File: config.mk
export PLATFORM = sky130hd
export DESIGN_NAME = crc_rec_param_flat
export DESIGN_NICKNAME = d
export VERILOG_FILES = /design/src/rtl/crc_pkg.sv /design/src/rtl/crc_rec_param_if.sv /design/src/rtl/crc_lfsr_step.sv /design/src/rtl/crc_rec_param.sv /design/src/flat_wrapper.sv
export SDC_FILE = /design/constraint.sdc
export NUM_CORES = 1
export LEC_CHECK = 0
export CORE_UTILIZATION = 57
export CTS_CLUSTER_SIZE = 30
export DETAILED_ROUTE_END_ITERATION = 10
export GPL_ROUTABILITY_DRIVEN = 0
export PLACE_DENSITY = 0.92
export SYNTH_ARGS = -nofsm -noshare
export SYNTH_HDL_FRONTEND = slang
export SYNTH_SLANG_ARGS = --single-unit
File: constraint.sdc
create_clock -name clk -period 5.5 [get_ports clk]
set_clock_uncertainty 0.2 [all_clocks]
set_input_delay 1.1 -clock clk [delete_from_list [all_inputs] [get_ports clk]]
set_output_delay 1.1 -clock clk [all_outputs]
set_load 0.01 [all_outputs]
File: src/rtl/crc_pkg.sv
// Shared CRC definitions: verdict cause encodings, receiver FSM states and the
// default CRC-16 constants used by the receive checker and future transmitter.
package crc_pkg;

    typedef enum logic [1:0] {
        CAUSE_OK      = 2'd0,
        CAUSE_CRC     = 2'd1,
        CAUSE_RUNT    = 2'd2,
        CAUSE_PARTIAL = 2'd3
    } crc_cause_t;

    typedef enum logic {
        IDLE = 1'b0,
        RECV = 1'b1
    } crc_state_t;

    localparam logic [15:0] CRC16_POLY    = 16'h8005;
    localparam logic [15:0] CRC16_INIT    = 16'hFFFF;
    localparam logic [15:0] CRC16_RESIDUE = 16'h0000;

endpackage

File: src/rtl/crc_rec_param_if.sv
// Bit-serial frame port of the CRC receive checker plus its verdict and debug outputs.
interface crc_rec_param_if
    import crc_pkg::*;
#(
    parameter int CRC_W = 16,
    parameter int CNT_W = 8
) ();

    // Framing: enable stays high for every bit-time of a frame and data_in is
    // sampled on each such edge; the first edge with enable low closes the frame
    // and crc_valid pulses for one cycle afterwards (no backpressure exists).
    logic             enable;
    logic             data_in;
    logic             clr_count;
    logic             busy;
    logic             crc_valid;
    logic             crc_error;
    logic [1:0]       err_cause;
    logic [CRC_W-1:0] residue;
    logic [CNT_W-1:0] err_count;
    crc_state_t       dbg_state;

    modport master (
        output enable, data_in, clr_count,
        input  busy, crc_valid, crc_error, err_cause, residue, err_count, dbg_state
    );

    modport slave (
        input  enable, data_in, clr_count,
        output busy, crc_valid, crc_error, err_cause, residue, err_count, dbg_state
    );

endinterface

File: src/rtl/crc_lfsr_step.sv
// Single-bit Galois CRC update, MSB-first; shared by the receive checker and transmitter.
module crc_lfsr_step
    import crc_pkg::*;
#(
    parameter int               CRC_W = 16,
    parameter logic [CRC_W-1:0] POLY  = CRC_W'(CRC16_POLY)
) (
    input  logic [CRC_W-1:0] crc_in,
    input  logic             bit_in,
    output logic [CRC_W-1:0] crc_out
);

    logic fb;

    always_comb begin
        fb      = crc_in[CRC_W-1] ^ bit_in;
        crc_out = {crc_in[CRC_W-2:0], 1'b0} ^ (fb ? POLY : '0);
    end

endmodule

File: src/rtl/crc_rec_param.sv
// Parametrised serial CRC receive checker: accumulates a CRC over an enable-framed
// bit stream, optionally skipping symbol framing bits, and issues a one-cycle verdict.
module crc_rec_param
    import crc_pkg::*;
#(
    parameter int               CRC_W   = 16,
    parameter logic [CRC_W-1:0] POLY    = CRC_W'(CRC16_POLY),
    parameter logic [CRC_W-1:0] INIT    = '1,
    parameter logic [CRC_W-1:0] RESIDUE = '0,
    parameter bit               FRAMED  = 1'b1,
    parameter int               SYM_LEN = 10,
    parameter int               CNT_W   = 8
) (
    input logic            clk,
    input logic            reset,
    crc_rec_param_if.slave bus
);

    localparam int               SYM_W    = $clog2(SYM_LEN);
    localparam logic [SYM_W-1:0] SYM_LAST = SYM_W'(SYM_LEN - 1);

    crc_state_t       state, state_nxt;
    logic [CRC_W-1:0] crc, crc_nxt, crc_step;
    logic [SYM_W-1:0] sym_cnt, sym_nxt;
    logic             data_seen, seen_nxt;
    logic             valid_q, valid_nxt;
    logic             error_q, error_nxt;
    crc_cause_t       cause_q, cause_nxt;
    logic [CRC_W-1:0] residue_q, residue_nxt;
    logic [CNT_W-1:0] count_q, count_nxt;
    logic             take_bit;
    logic             is_data;

    crc_lfsr_step #(.CRC_W(CRC_W), .POLY(POLY)) u_step (
        .crc_in  (crc),
        .bit_in  (bus.data_in),
        .crc_out (crc_step)
    );

    always_ff @(posedge clk or negedge reset) begin
        if (!reset) begin
            state     <= IDLE;
            crc       <= INIT;
            sym_cnt   <= '0;
            data_seen <= 1'b0;
            valid_q   <= 1'b0;
            error_q   <= 1'b0;
            cause_q   <= CAUSE_OK;
            residue_q <= '0;
            count_q   <= '0;
        end else begin
            state     <= state_nxt;
            crc       <= crc_nxt;
            sym_cnt   <= sym_nxt;
            data_seen <= seen_nxt;
            valid_q   <= valid_nxt;
            error_q   <= error_nxt;
            cause_q   <= cause_nxt;
            residue_q <= residue_nxt;
            count_q   <= count_nxt;
        end
    end

    always_comb begin
        state_nxt   = state;
        crc_nxt     = crc;
        sym_nxt     = sym_cnt;
        seen_nxt    = data_seen;
        valid_nxt   = 1'b0;
        cause_nxt   = CAUSE_OK;
        residue_nxt = residue_q;
        count_nxt   = count_q;
        take_bit    = 1'b0;
        is_data     = !FRAMED || (sym_cnt != '0 && sym_cnt != SYM_LAST);

        case (state)
            IDLE: begin
                if (bus.enable) begin
                    state_nxt = RECV;
                    take_bit  = 1'b1;
                end
            end
            RECV: begin
                if (bus.enable) begin
                    take_bit = 1'b1;
                end else begin
                    state_nxt   = IDLE;
                    valid_nxt   = 1'b1;
                    residue_nxt = crc;
                    crc_nxt     = INIT;
                    sym_nxt     = '0;
                    seen_nxt    = 1'b0;
                    // A frame with no data bits always ends mid-symbol when framed,
                    // so runt is tested first or it could never be reported.
                    if (!data_seen)                        cause_nxt = CAUSE_RUNT;
                    else if (FRAMED && sym_cnt != '0)      cause_nxt = CAUSE_PARTIAL;
                    else if (crc != RESIDUE)               cause_nxt = CAUSE_CRC;
                    else                                   cause_nxt = CAUSE_OK;
                end
            end
            default: state_nxt = IDLE;
        endcase

        if (take_bit) begin
            sym_nxt = (sym_cnt == SYM_LAST) ? '0 : sym_cnt + 1'b1;
            if (is_data) begin
                crc_nxt  = crc_step;
                seen_nxt = 1'b1;
            end
        end

        error_nxt = valid_nxt && (cause_nxt != CAUSE_OK);

        // The counter moves on the verdict edge, so a clear on that same edge keeps the new error.
        if (bus.clr_count)
            count_nxt = error_nxt ? CNT_W'(1) : '0;
        else if (error_nxt && count_q != '1)
            count_nxt = count_q + 1'b1;
    end

    assign bus.busy      = (state == RECV);
    assign bus.crc_valid = valid_q;
    assign bus.crc_error = error_q;
    assign bus.err_cause = cause_q;
    assign bus.residue   = residue_q;
    assign bus.err_count = count_q;
    assign bus.dbg_state = state;

endmodule
File: src/flat_wrapper.sv
// flat-port wrapper written by rule: the top's interface ports become plain ports
module crc_rec_param_flat import crc_pkg::*;
#(
    parameter int               CRC_W   = 16,
    parameter logic [CRC_W-1:0] POLY    = CRC_W'(CRC16_POLY),
    parameter logic [CRC_W-1:0] INIT    = '1,
    parameter logic [CRC_W-1:0] RESIDUE = '0,
    parameter bit               FRAMED  = 1'b1,
    parameter int               SYM_LEN = 10,
    parameter int               CNT_W   = 8
)
  (clk, reset, bus_enable, bus_data_in, bus_clr_count, bus_busy, bus_crc_valid, bus_crc_error, bus_err_cause, bus_residue, bus_err_count, bus_dbg_state);
  crc_rec_param_if #(.CRC_W(CRC_W), .CNT_W(CNT_W)) bus_i ();
  input logic clk;
  input logic reset;
  input wire logic [$bits(bus_i.enable)-1:0] bus_enable;
  input wire logic [$bits(bus_i.data_in)-1:0] bus_data_in;
  input wire logic [$bits(bus_i.clr_count)-1:0] bus_clr_count;
  output wire logic [$bits(bus_i.busy)-1:0] bus_busy;
  output wire logic [$bits(bus_i.crc_valid)-1:0] bus_crc_valid;
  output wire logic [$bits(bus_i.crc_error)-1:0] bus_crc_error;
  output wire logic [$bits(bus_i.err_cause)-1:0] bus_err_cause;
  output wire logic [$bits(bus_i.residue)-1:0] bus_residue;
  output wire logic [$bits(bus_i.err_count)-1:0] bus_err_count;
  output wire logic [$bits(bus_i.dbg_state)-1:0] bus_dbg_state;
  assign bus_i.enable = bus_enable;
  assign bus_i.data_in = bus_data_in;
  assign bus_i.clr_count = bus_clr_count;
  assign bus_busy = bus_i.busy;
  assign bus_crc_valid = bus_i.crc_valid;
  assign bus_crc_error = bus_i.crc_error;
  assign bus_err_cause = bus_i.err_cause;
  assign bus_residue = bus_i.residue;
  assign bus_err_count = bus_i.err_count;
  assign bus_dbg_state = bus_i.dbg_state;
  crc_rec_param #(.CRC_W(CRC_W), .POLY(POLY), .INIT(INIT), .RESIDUE(RESIDUE), .FRAMED(FRAMED), .SYM_LEN(SYM_LEN), .CNT_W(CNT_W)) u_core (.clk(clk), .reset(reset), .bus(bus_i));
endmodule
==> flow_metrics.py <==
metrics = {
    "outcome": {
        "status": "finished clean",
    },
    "critical_path": {
        "cp_slowest_stage_delay_ps": 540,
        "crit_arrival_ps": 3490,
        "required_ps": 5500,
        "worst_path_max_delay_cell": "clkdlybuf4s50_1",
        "critPathKind": "input pin to flip-flop",
        "cp-start-kind": "input pin",
        "cp_max_fo": 35,
        "cp_cell_sequence": "clkdlybuf4s50_1 > nand2b_1 > buf_4 > inv_2 > o21ai_2 > nor4b_1 > mux2_1",
        "worstSetupEndpointType": "flip-flop",
    },
    "route": {
        "wl_mm": 4.18,
        "wl_per_cell_um": 13.2,
        "vias": 1702,
        "via_per_inst": 5.39,
        "route.detailed.drc": 0,
        "drt.antenna.violating_nets": 0,
        "drtIter0Drc": 140,
        "drt_first_pass_iters": 4,
    },
    "timing": {
        "setup_ws_ps": 2010,
        "fmax_ghz": 0.286,
        "fin_setup_tns_ps": 0,
        "slew_headroom_pct": 25.9,
        "tightest_slew_ps": 1110,
        "finalCriticalPeriod_ps": 3490,
        "rsz0062_at_grt": "false",
        "finalSetupViolCount": 0,
        "slew_viol_final": 0,
        "period_share_pct": 63.5,
        "hold_viol_final": 0,
    },
    "synth": {
        "syn_nets": 246,
        "async_reset_ff_share_pct": 100,
        "synth_top_cell_by_area": "dfrtp_1",
        "synth_area_leaders": "dfrtp_1, dfstp_2, nand2_1",
        "syn-cell-area_um2": 2230,
        "ys_warn_count": 0,
        "synthesis.instances": 237,
        "synth-main-ff-cell": "dfrtp_1",
        "synth-edff-count": 0,
        "ys_types": 40,
        "synth.avg_cell_area_um2": 9.42,
        "ys_seq_area_share_pct": 56.9,
        "synth-seq-cells": 50,
        "synth_top_area_share_pct": 38.1,
    },
    "floorplanning": {
        "boundaryPins": 35,
        "fp.dieArea_um2": 4170,
        "die_x_um": 64.6,
        "num_rows": 22,
        "die_h_um": 64.6,
        "initial_core_util_pct": 60.1,
        "core_um2": 3720,
    },
    "power": {
        "power.leakage_nw": 1.17,
        "finalPower_mw": 1.02,
        "ir_drop_v": 0.000340,
        "p_per_area_nw_per_um2": 377,
    },
    "clock_tree": {
        "cts_buffer_depth": 2,
        "cts-hold-fix-buffers": 0,
        "clk_latency_ps": 310,
        "path_clk_slew_ps": 90,
        "htree_levels": 2,
        "post_cts_buffers": 0,
        "cts_made_buffers": 5,
        "root_buffer": "clkbuf_8",
        "cts_resized": 0,
        "cts_num_sinks": 50,
        "cts_tree": "built",
    },
    "place": {
        "port_buffers": 34,
        "dpl_worst_slack_ps": 1700,
        "placed_cell_area_um2": 2570,
        "dp_hpwl_mm": 2.68,
    },
    "global_route": {
        "grt-ovfl-total": 0,
        "grt_pass1_wl_mm": 7.19,
        "grt_antenna_before_repair": 0,
        "grt_max_degree": 51,
        "grt_pass1_vias": 1603,
        "grtUsageTotal_pct": 22.8,
    },
    "finish": {
        "final_area_um2": 2720,
        "multiInputGateArea_um2": 867,
        "drive_above_1_share_pct": 11.9,
        "area_growth_pct": 21.7,
        "nFillCells": 246,
        "nets": 276,
        "ff_latch_area_um2": 1270,
        "diodes": 0,
    },
    "hold_path": {
        "hold_class": "flip-flop to flip-flop",
    },
    "flow_run": {
        "cap_violations": 0,
    },
}
area by class of cell:
class	count	area share (%)
Sequential cell	50	46.8
Clock inverter	2	2.21
Inverter	7	0.967
Timing Repair Buffer	36	12.9
Clock buffer	6	3.04
Multi-Input combinational cell	167	31.9
Tap cell	48	2.21
path summary, 6_finish.rpt:
| check | depth (start not counted) | endpoint | slack [ps] | startpoint |
|---|---|---|---|---|
| hold / removal | 2 | u_core.bus.residue[12]$_DFFE_PN0P_ | 280 | u_core.bus.residue[12]$_DFFE_PN0P_ |
| hold reg to reg | 2 | u_core.bus.residue[12]$_DFFE_PN0P_ | 280 | u_core.bus.residue[12]$_DFFE_PN0P_ |
| setup reg to reg | 7 | u_core.crc[15]$_DFF_PN1_ | 3030 | u_core.sym_cnt[0]$_DFFE_PN0P_ |
| max in group asynchronous | 2 | u_core.bus.residue[12]$_DFFE_PN0P_ | 4020 | reset |
| min in group asynchronous | 2 | u_core.bus.err_count[5]$_DFFE_PN0P_ | 680 | reset |
| setup / recovery | 7 | u_core.bus.err_count[4]$_DFFE_PN0P_ | 2010 | bus_enable |
cell usage after synthesis, drive strengths merged (3+ instances only):
cell type and instances:
a21oi 20, dfrtp 34, o21ai 7, nor2 36
nand2 57, nand3 5, dfstp 16, clkbuf 4
buf 9, xnor2 3, ha 4, inv 7
nor3 4, nor4 4
routing by layer:
layer	share of wire [%]	GRT usage, %
met2	48	36.2
met5	0	0
met1	46	29.8
met3	4.7	6.69
met4	0.79	8.33
flip-flops by register name (all words and copies together) (netlist names):
name and flops:
u_core.bus.crc_valid 1, u_core.data_seen 1, u_core.bus.crc_error 1, u_core.sym_cnt 4, u_core.bus.err_cause 2, u_core.bus.err_count 8, u_core.bus.busy 1, u_core.bus.residue 16
u_core.crc 16
layout by cell type (no fill, tap or decap), drive strengths merged, types with 2 or more instances in the layout:
cell and count:
nand3 5, nor3 4, buf 3, o21ai 7, o41ai 2, bufinv 2
nand2 57, a21oi 20, ha 4, o31ai 2, inv 7, nand4 2
or4 2, clkbuf 6, xnor2 3, nor2 36, dfstp 16, nor4 4
dfrtp 34, nand2b 2, clkdlybuf4s50 33, a22o 2, mux2i 2
critical path, delay by kind of cell:
family	cells	cell delay (ps)
buffers and inverters	3	1160
and+or+nand+nor	2	590
muxes	1	350
AOI/OAI and AO/OA	1	270
cells by family after synthesis:
family | share of synthesized area (%)
AO/OA/AOI/OAI | 10.8
XOR/XNOR | 1.18
adder cells (fa/ha/maj) | 2.24
AND/OR/NAND/NOR | 23.0
multiplexers | 1.40
buffers and inverters | 4.43
flip-flops | 56.9
power by group:
part           internal, mW  leakage [nW]  switching (mW)  total (mW)
logic                 0.102         0.506           0.105       0.207
registers             0.448         0.590          0.0552       0.503
clock network         0.194        0.0714           0.120       0.314
total                 0.744          1.17           0.280        1.02
metrics by stage:
| step | hold WS (ps) | utilization [%] | std cells |
|---|---|---|---|
| floorplan | 266 | - | 237 |
| global placement | 262 | 69.3 | 308 |
| detailed placement | 263 | 69.3 | 308 |
| CTS | 284 | 73.1 | 316 |
| global route | 293 | 73.1 | 316 |
| finish | 280 | 73.1 | 316 |
Note: power is estimated with default switching activity, not from simulation.
